===== src/rtl/mem_arbiter_if.sv =====
// Cache-side and memory-side command, write-data and response signals of the memory arbiter.
// The master modport is the arbiter's view; slave is the caches/memory view.
interface mem_arbiter_if #(
    parameter int MEM_ADDR_BITS = 28,
    parameter int MEM_DATA_BITS = 128
);
    logic                       ic_mem_req_val;
    logic                       ic_mem_req_rdy;
    logic [MEM_ADDR_BITS-1:0]   ic_mem_req_addr;

    logic                       dc_mem_req_val;
    logic                       dc_mem_req_rdy;
    logic [MEM_ADDR_BITS-1:0]   dc_mem_req_addr;
    logic                       dc_mem_req_rw;
    logic                       dc_mem_req_data_valid;
    logic                       dc_mem_req_data_ready;
    logic [MEM_DATA_BITS-1:0]   dc_mem_req_data_bits;
    logic [MEM_DATA_BITS/8-1:0] dc_mem_req_data_mask;

    logic                       ic_mem_resp_val;
    logic                       dc_mem_resp_val;
    logic [MEM_DATA_BITS-1:0]   cache_mem_resp_data;

    logic                       mem_req_val;
    logic                       mem_req_rdy;
    logic [MEM_ADDR_BITS-1:0]   mem_req_addr;
    logic                       mem_req_rw;
    logic                       mem_req_data_valid;
    logic                       mem_req_data_ready;
    logic [MEM_DATA_BITS-1:0]   mem_req_data_bits;
    logic [MEM_DATA_BITS/8-1:0] mem_req_data_mask;
    logic                       mem_resp_val;
    logic [MEM_DATA_BITS-1:0]   mem_resp_data;

    modport master (
        input  ic_mem_req_val, ic_mem_req_addr,
        output ic_mem_req_rdy,
        input  dc_mem_req_val, dc_mem_req_addr, dc_mem_req_rw,
        output dc_mem_req_rdy,
        input  dc_mem_req_data_valid, dc_mem_req_data_bits, dc_mem_req_data_mask,
        output dc_mem_req_data_ready,
        output ic_mem_resp_val, dc_mem_resp_val, cache_mem_resp_data,
        output mem_req_val, mem_req_addr, mem_req_rw,
        input  mem_req_rdy,
        output mem_req_data_valid, mem_req_data_bits, mem_req_data_mask,
        input  mem_req_data_ready,
        input  mem_resp_val, mem_resp_data
    );

    modport slave (
        output ic_mem_req_val, ic_mem_req_addr,
        input  ic_mem_req_rdy,
        output dc_mem_req_val, dc_mem_req_addr, dc_mem_req_rw,
        input  dc_mem_req_rdy,
        output dc_mem_req_data_valid, dc_mem_req_data_bits, dc_mem_req_data_mask,
        input  dc_mem_req_data_ready,
        input  ic_mem_resp_val, dc_mem_resp_val, cache_mem_resp_data,
        input  mem_req_val, mem_req_addr, mem_req_rw,
        output mem_req_rdy,
        input  mem_req_data_valid, mem_req_data_bits, mem_req_data_mask,
        output mem_req_data_ready,
        output mem_resp_val, mem_resp_data
    );
endinterface


===== src/rtl/mem_arbiter.sv =====
// Round-robin icache/dcache arbiter onto one memory port; zero-latency command/response pass-through,
// read responses steered by an owner FIFO, dcache writeback data phase locks the port until all beats move.
module mem_arbiter #(
    parameter int MEM_ADDR_BITS = 28,
    parameter int MEM_DATA_BITS = 128,
    parameter int DATA_CYCLES   = 4,
    parameter int OUTSTANDING   = 4
) (
    input  logic          clk,
    input  logic          reset,
    mem_arbiter_if.master io_bus
);
    localparam int PW = (OUTSTANDING > 1) ? $clog2(OUTSTANDING) : 1;
    localparam int CW = $clog2(OUTSTANDING + 1);
    localparam int BW = $clog2(DATA_CYCLES + 1);

    typedef enum logic {S_IDLE, S_WDATA} state_t;

    state_t                 r_state;
    logic                   r_last_dc;
    logic [BW-1:0]          r_wbeat;
    logic [BW-1:0]          r_rbeat;
    logic [OUTSTANDING-1:0] r_owner;
    logic [PW-1:0]          r_rd_ptr;
    logic [PW-1:0]          r_wr_ptr;
    logic [CW-1:0]          r_count;

    logic w_idle, w_in_wdata, w_full, w_empty;
    logic w_ic_req, w_dc_req, w_gnt_ic, w_gnt_dc, w_rw;
    logic w_cmd_fire, w_push, w_wr_fire, w_data_fire;
    logic w_head_dc, w_beat_ok, w_pop;

    function automatic logic [PW-1:0] ptr_next(input logic [PW-1:0] p);
        return (p == PW'(OUTSTANDING - 1)) ? '0 : p + 1'b1;
    endfunction

    assign w_idle     = !reset && (r_state == S_IDLE);
    assign w_in_wdata = !reset && (r_state == S_WDATA);
    assign w_full     = (r_count == CW'(OUTSTANDING));
    assign w_empty    = (r_count == '0);

    // A full owner FIFO blocks reads only; a dcache write can still win.
    assign w_ic_req = io_bus.ic_mem_req_val && !w_full;
    assign w_dc_req = io_bus.dc_mem_req_val && (io_bus.dc_mem_req_rw || !w_full);
    assign w_gnt_dc = w_idle && w_dc_req && (!w_ic_req || !r_last_dc);
    assign w_gnt_ic = w_idle && w_ic_req && !w_gnt_dc;
    assign w_rw     = w_gnt_dc && io_bus.dc_mem_req_rw;

    assign io_bus.mem_req_val    = w_gnt_dc || w_gnt_ic;
    assign io_bus.mem_req_addr   = w_gnt_dc ? io_bus.dc_mem_req_addr : io_bus.ic_mem_req_addr;
    assign io_bus.mem_req_rw     = w_rw;
    assign io_bus.dc_mem_req_rdy = w_gnt_dc && io_bus.mem_req_rdy;
    assign io_bus.ic_mem_req_rdy = w_gnt_ic && io_bus.mem_req_rdy;

    assign w_cmd_fire = io_bus.mem_req_val && io_bus.mem_req_rdy;
    assign w_push     = w_cmd_fire && !w_rw;
    assign w_wr_fire  = w_cmd_fire && w_rw;

    assign io_bus.mem_req_data_valid    = w_in_wdata && io_bus.dc_mem_req_data_valid;
    assign io_bus.dc_mem_req_data_ready = w_in_wdata && io_bus.mem_req_data_ready;
    assign io_bus.mem_req_data_bits     = io_bus.dc_mem_req_data_bits;
    assign io_bus.mem_req_data_mask     = io_bus.dc_mem_req_data_mask;
    assign w_data_fire = w_in_wdata && io_bus.dc_mem_req_data_valid && io_bus.mem_req_data_ready;

    // Beats arriving with no read outstanding are dropped rather than steered.
    assign w_head_dc = r_owner[r_rd_ptr];
    assign w_beat_ok = !reset && io_bus.mem_resp_val && !w_empty;
    assign w_pop     = w_beat_ok && (r_rbeat == BW'(DATA_CYCLES - 1));

    assign io_bus.cache_mem_resp_data = io_bus.mem_resp_data;
    assign io_bus.ic_mem_resp_val     = w_beat_ok && !w_head_dc;
    assign io_bus.dc_mem_resp_val     = w_beat_ok && w_head_dc;

    always_ff @(posedge clk) begin
        if (reset) begin
            r_state   <= S_IDLE;
            r_last_dc <= 1'b0;
            r_wbeat   <= '0;
            r_rbeat   <= '0;
            r_owner   <= '0;
            r_rd_ptr  <= '0;
            r_wr_ptr  <= '0;
            r_count   <= '0;
        end else begin
            case (r_state)
                S_IDLE: begin
                    if (w_wr_fire) begin
                        r_state <= S_WDATA;
                        r_wbeat <= '0;
                    end
                end
                S_WDATA: begin
                    if (w_data_fire) begin
                        if (r_wbeat == BW'(DATA_CYCLES - 1)) begin
                            r_state <= S_IDLE;
                            r_wbeat <= '0;
                        end else begin
                            r_wbeat <= r_wbeat + 1'b1;
                        end
                    end
                end
                default: r_state <= S_IDLE;
            endcase

            if (w_cmd_fire) r_last_dc <= w_gnt_dc;

            if (w_push) begin
                r_owner[r_wr_ptr] <= w_gnt_dc;
                r_wr_ptr          <= ptr_next(r_wr_ptr);
            end

            if (w_beat_ok) r_rbeat <= w_pop ? '0 : r_rbeat + 1'b1;
            if (w_pop)     r_rd_ptr <= ptr_next(r_rd_ptr);

            if (w_push && !w_pop)      r_count <= r_count + 1'b1;
            else if (!w_push && w_pop) r_count <= r_count - 1'b1;
        end
    end

    a_resp_while_empty: assert property (@(posedge clk) disable iff (reset)
        !(io_bus.mem_resp_val && w_empty));
endmodule

===== src/flat_wrapper.sv =====
// flat-port wrapper written by rule: the top's interface ports become plain ports
module mem_arbiter_flat 
#(
    parameter int MEM_ADDR_BITS = 28,
    parameter int MEM_DATA_BITS = 128,
    parameter int DATA_CYCLES   = 4,
    parameter int OUTSTANDING   = 4
)
  (clk, reset, io_bus_ic_mem_req_val, io_bus_ic_mem_req_addr, io_bus_ic_mem_req_rdy, io_bus_dc_mem_req_val, io_bus_dc_mem_req_addr, io_bus_dc_mem_req_rw, io_bus_dc_mem_req_rdy, io_bus_dc_mem_req_data_valid, io_bus_dc_mem_req_data_bits, io_bus_dc_mem_req_data_mask, io_bus_dc_mem_req_data_ready, io_bus_ic_mem_resp_val, io_bus_dc_mem_resp_val, io_bus_cache_mem_resp_data, io_bus_mem_req_val, io_bus_mem_req_addr, io_bus_mem_req_rw, io_bus_mem_req_rdy, io_bus_mem_req_data_valid, io_bus_mem_req_data_bits, io_bus_mem_req_data_mask, io_bus_mem_req_data_ready, io_bus_mem_resp_val, io_bus_mem_resp_data);
  mem_arbiter_if #(.MEM_ADDR_BITS(MEM_ADDR_BITS), .MEM_DATA_BITS(MEM_DATA_BITS)) io_bus_i ();
  input  logic clk;
  input  logic reset;
  input wire logic [$bits(io_bus_i.ic_mem_req_val)-1:0] io_bus_ic_mem_req_val;
  input wire logic [$bits(io_bus_i.ic_mem_req_addr)-1:0] io_bus_ic_mem_req_addr;
  output wire logic [$bits(io_bus_i.ic_mem_req_rdy)-1:0] io_bus_ic_mem_req_rdy;
  input wire logic [$bits(io_bus_i.dc_mem_req_val)-1:0] io_bus_dc_mem_req_val;
  input wire logic [$bits(io_bus_i.dc_mem_req_addr)-1:0] io_bus_dc_mem_req_addr;
  input wire logic [$bits(io_bus_i.dc_mem_req_rw)-1:0] io_bus_dc_mem_req_rw;
  output wire logic [$bits(io_bus_i.dc_mem_req_rdy)-1:0] io_bus_dc_mem_req_rdy;
  input wire logic [$bits(io_bus_i.dc_mem_req_data_valid)-1:0] io_bus_dc_mem_req_data_valid;
  input wire logic [$bits(io_bus_i.dc_mem_req_data_bits)-1:0] io_bus_dc_mem_req_data_bits;
  input wire logic [$bits(io_bus_i.dc_mem_req_data_mask)-1:0] io_bus_dc_mem_req_data_mask;
  output wire logic [$bits(io_bus_i.dc_mem_req_data_ready)-1:0] io_bus_dc_mem_req_data_ready;
  output wire logic [$bits(io_bus_i.ic_mem_resp_val)-1:0] io_bus_ic_mem_resp_val;
  output wire logic [$bits(io_bus_i.dc_mem_resp_val)-1:0] io_bus_dc_mem_resp_val;
  output wire logic [$bits(io_bus_i.cache_mem_resp_data)-1:0] io_bus_cache_mem_resp_data;
  output wire logic [$bits(io_bus_i.mem_req_val)-1:0] io_bus_mem_req_val;
  output wire logic [$bits(io_bus_i.mem_req_addr)-1:0] io_bus_mem_req_addr;
  output wire logic [$bits(io_bus_i.mem_req_rw)-1:0] io_bus_mem_req_rw;
  input wire logic [$bits(io_bus_i.mem_req_rdy)-1:0] io_bus_mem_req_rdy;
  output wire logic [$bits(io_bus_i.mem_req_data_valid)-1:0] io_bus_mem_req_data_valid;
  output wire logic [$bits(io_bus_i.mem_req_data_bits)-1:0] io_bus_mem_req_data_bits;
  output wire logic [$bits(io_bus_i.mem_req_data_mask)-1:0] io_bus_mem_req_data_mask;
  input wire logic [$bits(io_bus_i.mem_req_data_ready)-1:0] io_bus_mem_req_data_ready;
  input wire logic [$bits(io_bus_i.mem_resp_val)-1:0] io_bus_mem_resp_val;
  input wire logic [$bits(io_bus_i.mem_resp_data)-1:0] io_bus_mem_resp_data;
  assign io_bus_i.ic_mem_req_val = io_bus_ic_mem_req_val;
  assign io_bus_i.ic_mem_req_addr = io_bus_ic_mem_req_addr;
  assign io_bus_ic_mem_req_rdy = io_bus_i.ic_mem_req_rdy;
  assign io_bus_i.dc_mem_req_val = io_bus_dc_mem_req_val;
  assign io_bus_i.dc_mem_req_addr = io_bus_dc_mem_req_addr;
  assign io_bus_i.dc_mem_req_rw = io_bus_dc_mem_req_rw;
  assign io_bus_dc_mem_req_rdy = io_bus_i.dc_mem_req_rdy;
  assign io_bus_i.dc_mem_req_data_valid = io_bus_dc_mem_req_data_valid;
  assign io_bus_i.dc_mem_req_data_bits = io_bus_dc_mem_req_data_bits;
  assign io_bus_i.dc_mem_req_data_mask = io_bus_dc_mem_req_data_mask;
  assign io_bus_dc_mem_req_data_ready = io_bus_i.dc_mem_req_data_ready;
  assign io_bus_ic_mem_resp_val = io_bus_i.ic_mem_resp_val;
  assign io_bus_dc_mem_resp_val = io_bus_i.dc_mem_resp_val;
  assign io_bus_cache_mem_resp_data = io_bus_i.cache_mem_resp_data;
  assign io_bus_mem_req_val = io_bus_i.mem_req_val;
  assign io_bus_mem_req_addr = io_bus_i.mem_req_addr;
  assign io_bus_mem_req_rw = io_bus_i.mem_req_rw;
  assign io_bus_i.mem_req_rdy = io_bus_mem_req_rdy;
  assign io_bus_mem_req_data_valid = io_bus_i.mem_req_data_valid;
  assign io_bus_mem_req_data_bits = io_bus_i.mem_req_data_bits;
  assign io_bus_mem_req_data_mask = io_bus_i.mem_req_data_mask;
  assign io_bus_i.mem_req_data_ready = io_bus_mem_req_data_ready;
  assign io_bus_i.mem_resp_val = io_bus_mem_resp_val;
  assign io_bus_i.mem_resp_data = io_bus_mem_resp_data;
  mem_arbiter #(.MEM_ADDR_BITS(MEM_ADDR_BITS), .MEM_DATA_BITS(MEM_DATA_BITS), .DATA_CYCLES(DATA_CYCLES), .OUTSTANDING(OUTSTANDING)) u_core (.clk(clk), .reset(reset), .io_bus(io_bus_i));
endmodule

===== config.mk =====
export PLATFORM = sky130hd
export DESIGN_NAME = mem_arbiter_flat
export DESIGN_NICKNAME = d
export VERILOG_FILES = /design/src/rtl/mem_arbiter_if.sv /design/src/rtl/mem_arbiter.sv /design/src/flat_wrapper.sv
export SDC_FILE = /design/constraint.sdc
export NUM_CORES = 1
export LEC_CHECK = 0
export CORE_AREA = 10 10 241 243
export CTS_CLUSTER_DIAMETER = 120
export DETAILED_ROUTE_END_ITERATION = 10
export DIE_AREA = 0 0 251 253
export DONT_BUFFER_PORTS = 1
export GPL_TIMING_DRIVEN = 0
export HOLD_SLACK_MARGIN = 0.08
export PLACE_DENSITY = 0.3
export SYNTH_ARGS = -nofsm -noshare
export SYNTH_HDL_FRONTEND = slang
export SYNTH_SLANG_ARGS = --single-unit

===== constraint.sdc =====
create_clock -name clk -period 6.6 [get_ports clk]
set_input_delay 1.32 -clock clk [delete_from_list [all_inputs] [get_ports clk]]
set_output_delay 1.32 -clock clk [all_outputs]
set_load 0.005 [all_outputs]

==> out/summary.md, run 1 <==
The congestion estimate from routability-driven global placement came to 0.720. Leaving out fill and tap cells, the most frequent cells in the layout are sky130_fd_sc_hd__buf_4, sky130_fd_sc_hd__mux2_4, sky130_fd_sc_hd__dfxtp_1. Net count of the finished layout: 778. The tools report the number of antenna violations at the first check in global routing as 8.

The run gives 1070 um^2 as the total area of multi-input combinational cells. The most critical setup path has its startpoint at reset. Summed over all instances, the cell type with the most area after synthesis is sky130_fd_sc_hd__buf_4.

Maximum clock path buffer count: 2. The logs give 0 for the sum of overflow across all layers after global routing and 0.237 GHz for the maximum clock frequency. Timing analysis after detailed placement gives a worst setup slack of 2380 ps. In this run the standard cell core region covers 53300 um^2. Count of unresolved DRC violations after routing: 0. The placement row count is 85, and the transition time at the pin with the least slew margin is 907 ps. The number of flops mapped to enable cells by yosys came out at 0. Once the floorplan was initialized, standard cells occupied 6.77% of the core. The min-delay analysis places its worst path in the category reg -> reg. The worst path needs 4210 ps of the cycle, external delays included. The critical path data required time is 5280 ps, and the leakage power of the design is 2.07 nW. In the final layout, the share of cells above drive strength 1 is 73.3%.

The worst register-to-register path begins at u_core.r_count[0]$_SDFFE_PP0P_. The final clock period utilization by the worst path was 63.8%; the post-synthesis sequential element count was 19. The run gives 2390 ps as the worst setup slack after layout. Setup violations remaining at the end of the flow were counted as 0. The width of the die works out to 251 um.

Prevailing post-synth register cell: sky130_fd_sc_hd__dfxtp_1. The count of cells along the worst register-to-register path was 9. Setup repair after global routing left no endpoint under its margin.

The area growth from synthesis to layout is 26.7%. At the later pin of the worst-skew pair, clock insertion delay measures 260 ps. In this run the worst path has a maximum fanout of 10. Registers take 380 um^2. After synthesis, the netlist uses 44 different library cells.

In this run the critical register-to-register path is captured at u_core.r_count[2]$_SDFFE_PP0P_. The setup check on the worst reg-to-reg path leaves a slack of 3820 ps. The logs give 28.5 mm for the wire length of the first global-routing pass and 0 for the count of buffers added by post-CTS timing repair for setup. Die outline height: 253 um.

The total routing usage reported by global routing is 6.10%. The via density per instance is 2.38, and the combined area of all synthesized cells is 3610 um^2. The number of port buffers works out to 0. TritonCTS built the clock tree.

Number of violations reported at the end of detailed-routing iteration 0: 164. The number of cells on the worst hold path is 2. Leaving out fill and tap cells, the most frequent cell in the layout is sky130_fd_sc_hd__buf_4. Across the routed clock network, the largest skew measured is 5.74 ps.

The logs give 6163 for the number of inserted filler cells in the final layout and 426 for the cell count after synthesis. The count of endpoints failing hold in the final timing report was 0; the accumulated negative setup slack was 0 ps. The number of nets with antenna violations after detailed routing is 0, and the placed wire-length estimate is 21.7 mm. The critical path start-end classification was in -> out.

The run gives 0 as the max-slew violation total from the final report. The tool flagged a number of max-cap violations equal to 0. Summing the sequential cell areas from Yosys gives 10.5% of the chip area.

In this run, CTS created clock tree buffers numbering 3. The synthesized design devotes to its leading area cell type 56.6% of total area. Detailed-route wire length per cell: 20.3 um. During synthesis, Yosys emitted a total of 0 warnings. In the post-synthesis netlist, the biggest area contributors are sky130_fd_sc_hd__buf_4, sky130_fd_sc_hd__mux2_4, sky130_fd_sc_hd__dfxtp_1. The endpoint type of the worst setup path was an output pin. Number of buffers inserted for hold repair after clock tree synthesis: 0. The number of clock sinks is 19, and the routed via count is 2691. Via count of the first global-routing pass: 2999. The fraction of registers with async set/reset was 0%; the I/O pin total was 645.

The average size of a mapped cell was 8.46 um^2; the sum of routed wire length over all layers was 22.9 mm. The endpoint with the worst hold slack was u_core.r_wbeat[2]$_SDFFE_PP0P_. The launch point of the worst hold path is u_core.r_wbeat[2]$_SDFFE_PP0P_.

The remaining max-slew budget at the tightest pin was 39.0%. H-tree depth reported by CTS: 1. The worst setup path is launched from a primary input. Entering global routing, the biggest net connects 12 pins. The flow ran to the end, and the final reports show no timing, DRC or antenna violations. The cell area power density works out to 110 nW/um^2. The pre-antenna-repair detailed-routing pass consisted of 4 iterations.

The clock slew at the register clock pins of the worst setup and hold paths came out at 60 ps. In this run, post-CTS repair resized a total of 0 instances. Die footprint: 63500 um^2. STA puts the critical path data arrival time at 2890 ps. After layout, the design draws a total of 502 uW. The tools report the clock root buffer as sky130_fd_sc_hd__clkbuf_16.

The maximum vdd ir drop was 71.0 uV; the net count after synthesis was 773.
Yosys cell counts, types with 4 or more instances:
library cell	n
sky130_fd_sc_hd__a21oi_1	8
sky130_fd_sc_hd__nand2_1	7
sky130_fd_sc_hd__nor3_1	7
sky130_fd_sc_hd__mux2_4	26
sky130_fd_sc_hd__dfxtp_1	19
sky130_fd_sc_hd__ha_1	9
sky130_fd_sc_hd__a32o_1	4
sky130_fd_sc_hd__buf_4	272
sky130_fd_sc_hd__nor2_1	11
sky130_fd_sc_hd__o31ai_1	4
sky130_fd_sc_hd__inv_1	5
sky130_fd_sc_hd__nand3_1	8
flip-flops by register name (all words and copies together) (netlist names):
name / count
u_core.r_wbeat: 3
u_core.r_owner: 4
u_core.r_state: 1
u_core.r_rd_ptr: 2
u_core.r_count: 3
u_core.r_last_dc: 1
u_core.r_wr_ptr: 2
u_core.r_rbeat: 3
metal layers:
| layer | share of wire [%] | track usage (%) | up-vias |
|---|---|---|---|
| met2 | 56 | 11.6 | 303 |
| li1 | - | - | 1133 |
| met4 | 1.4 | 1.36 | 4 |
| met1 | 33 | 6.16 | 1234 |
| met3 | 10 | 2.26 | 17 |
| met5 | 0.092 | 0 | - |
metrics by stage:
stage | hold WS, ps | util (%) | area (um^2) | instances
final | 457 | 8.58 | 4570 | 1131
after global routing | 477 | 8.56 | 4560 | 1128
after CTS | 459 | 8.55 | 4560 | 1126
after detailed placement | 450 | 8.40 | 4480 | 1122
after global placement | 439 | 8.40 | 4480 | 1122
after floorplan | 416 | - | 3610 | 426
cell type report:
class	instances	area share, %
Tap cell	696	19.1
Clock inverter	1	0.110
Clock buffer	3	1.64
Sequential cell	19	8.32
Antenna cell	5	0.274
Multi-Input combinational cell	121	23.3
Buffer	280	46.8
Inverter	6	0.493
where the power goes:
part	internal [mW]	total (mW)	switching (mW)
logic	0.144	0.247	0.102
registers	0.120	0.125	0.00545
clock network	0.0814	0.130	0.0486
logic make-up (layout without fill, tap and decap cells):
logic type	count (synthesis)	after routing	synth area share [%]
AOI/OAI and AO/OA	27	27	5.27
xor gates and xnor gates	2	2	0.486
and+or+nand+nor	51	51	7.50
DFF	19	19	10.5
other	0	5	0
muxes	31	31	12.6
buffers and inverters	286	290	59.9
adders and majority gates	10	10	3.68
critical path, cell delays in order:
cell	delay, ps
sky130_fd_sc_hd__buf_2	180
sky130_fd_sc_hd__nor2_2	270
sky130_fd_sc_hd__o21ai_2	80
sky130_fd_sc_hd__or2_1	240
sky130_fd_sc_hd__buf_6	160
sky130_fd_sc_hd__buf_12	160
sky130_fd_sc_hd__nor2_1	480
how the worst max path moves through the flow:
stage                                          to  slack, ps
final                       io_bus_dc_mem_req_rdy       2390
after global routing        io_bus_dc_mem_req_rdy       2290
after CTS                   io_bus_dc_mem_req_rdy       2370
after detailed placement    io_bus_dc_mem_req_rdy       2380
after global placement      io_bus_dc_mem_req_rdy       2350
after floorplan           io_bus_mem_req_addr[10]       2750
No activity file was read; power rests on OpenSTA's default activity.
==> inputs of run 2 (changes only) <==
clock period = 4.4 ns   (was 6.6 ns; I/O delays follow)
==> results of run 2 <==
Same layout as run 1 (identical final DEF). Status: finished, final reports clean.
Among the figures that moved: setup slack after placement 2380 ps -> 1060 ps; setup slack after layout 2390 ps -> 1070 ps; register-to-register setup slack 3820 ps -> 1620 ps; total power 0.502 mW -> 0.753 mW; worst IR drop on VDD 71.0 uV -> 107 uV
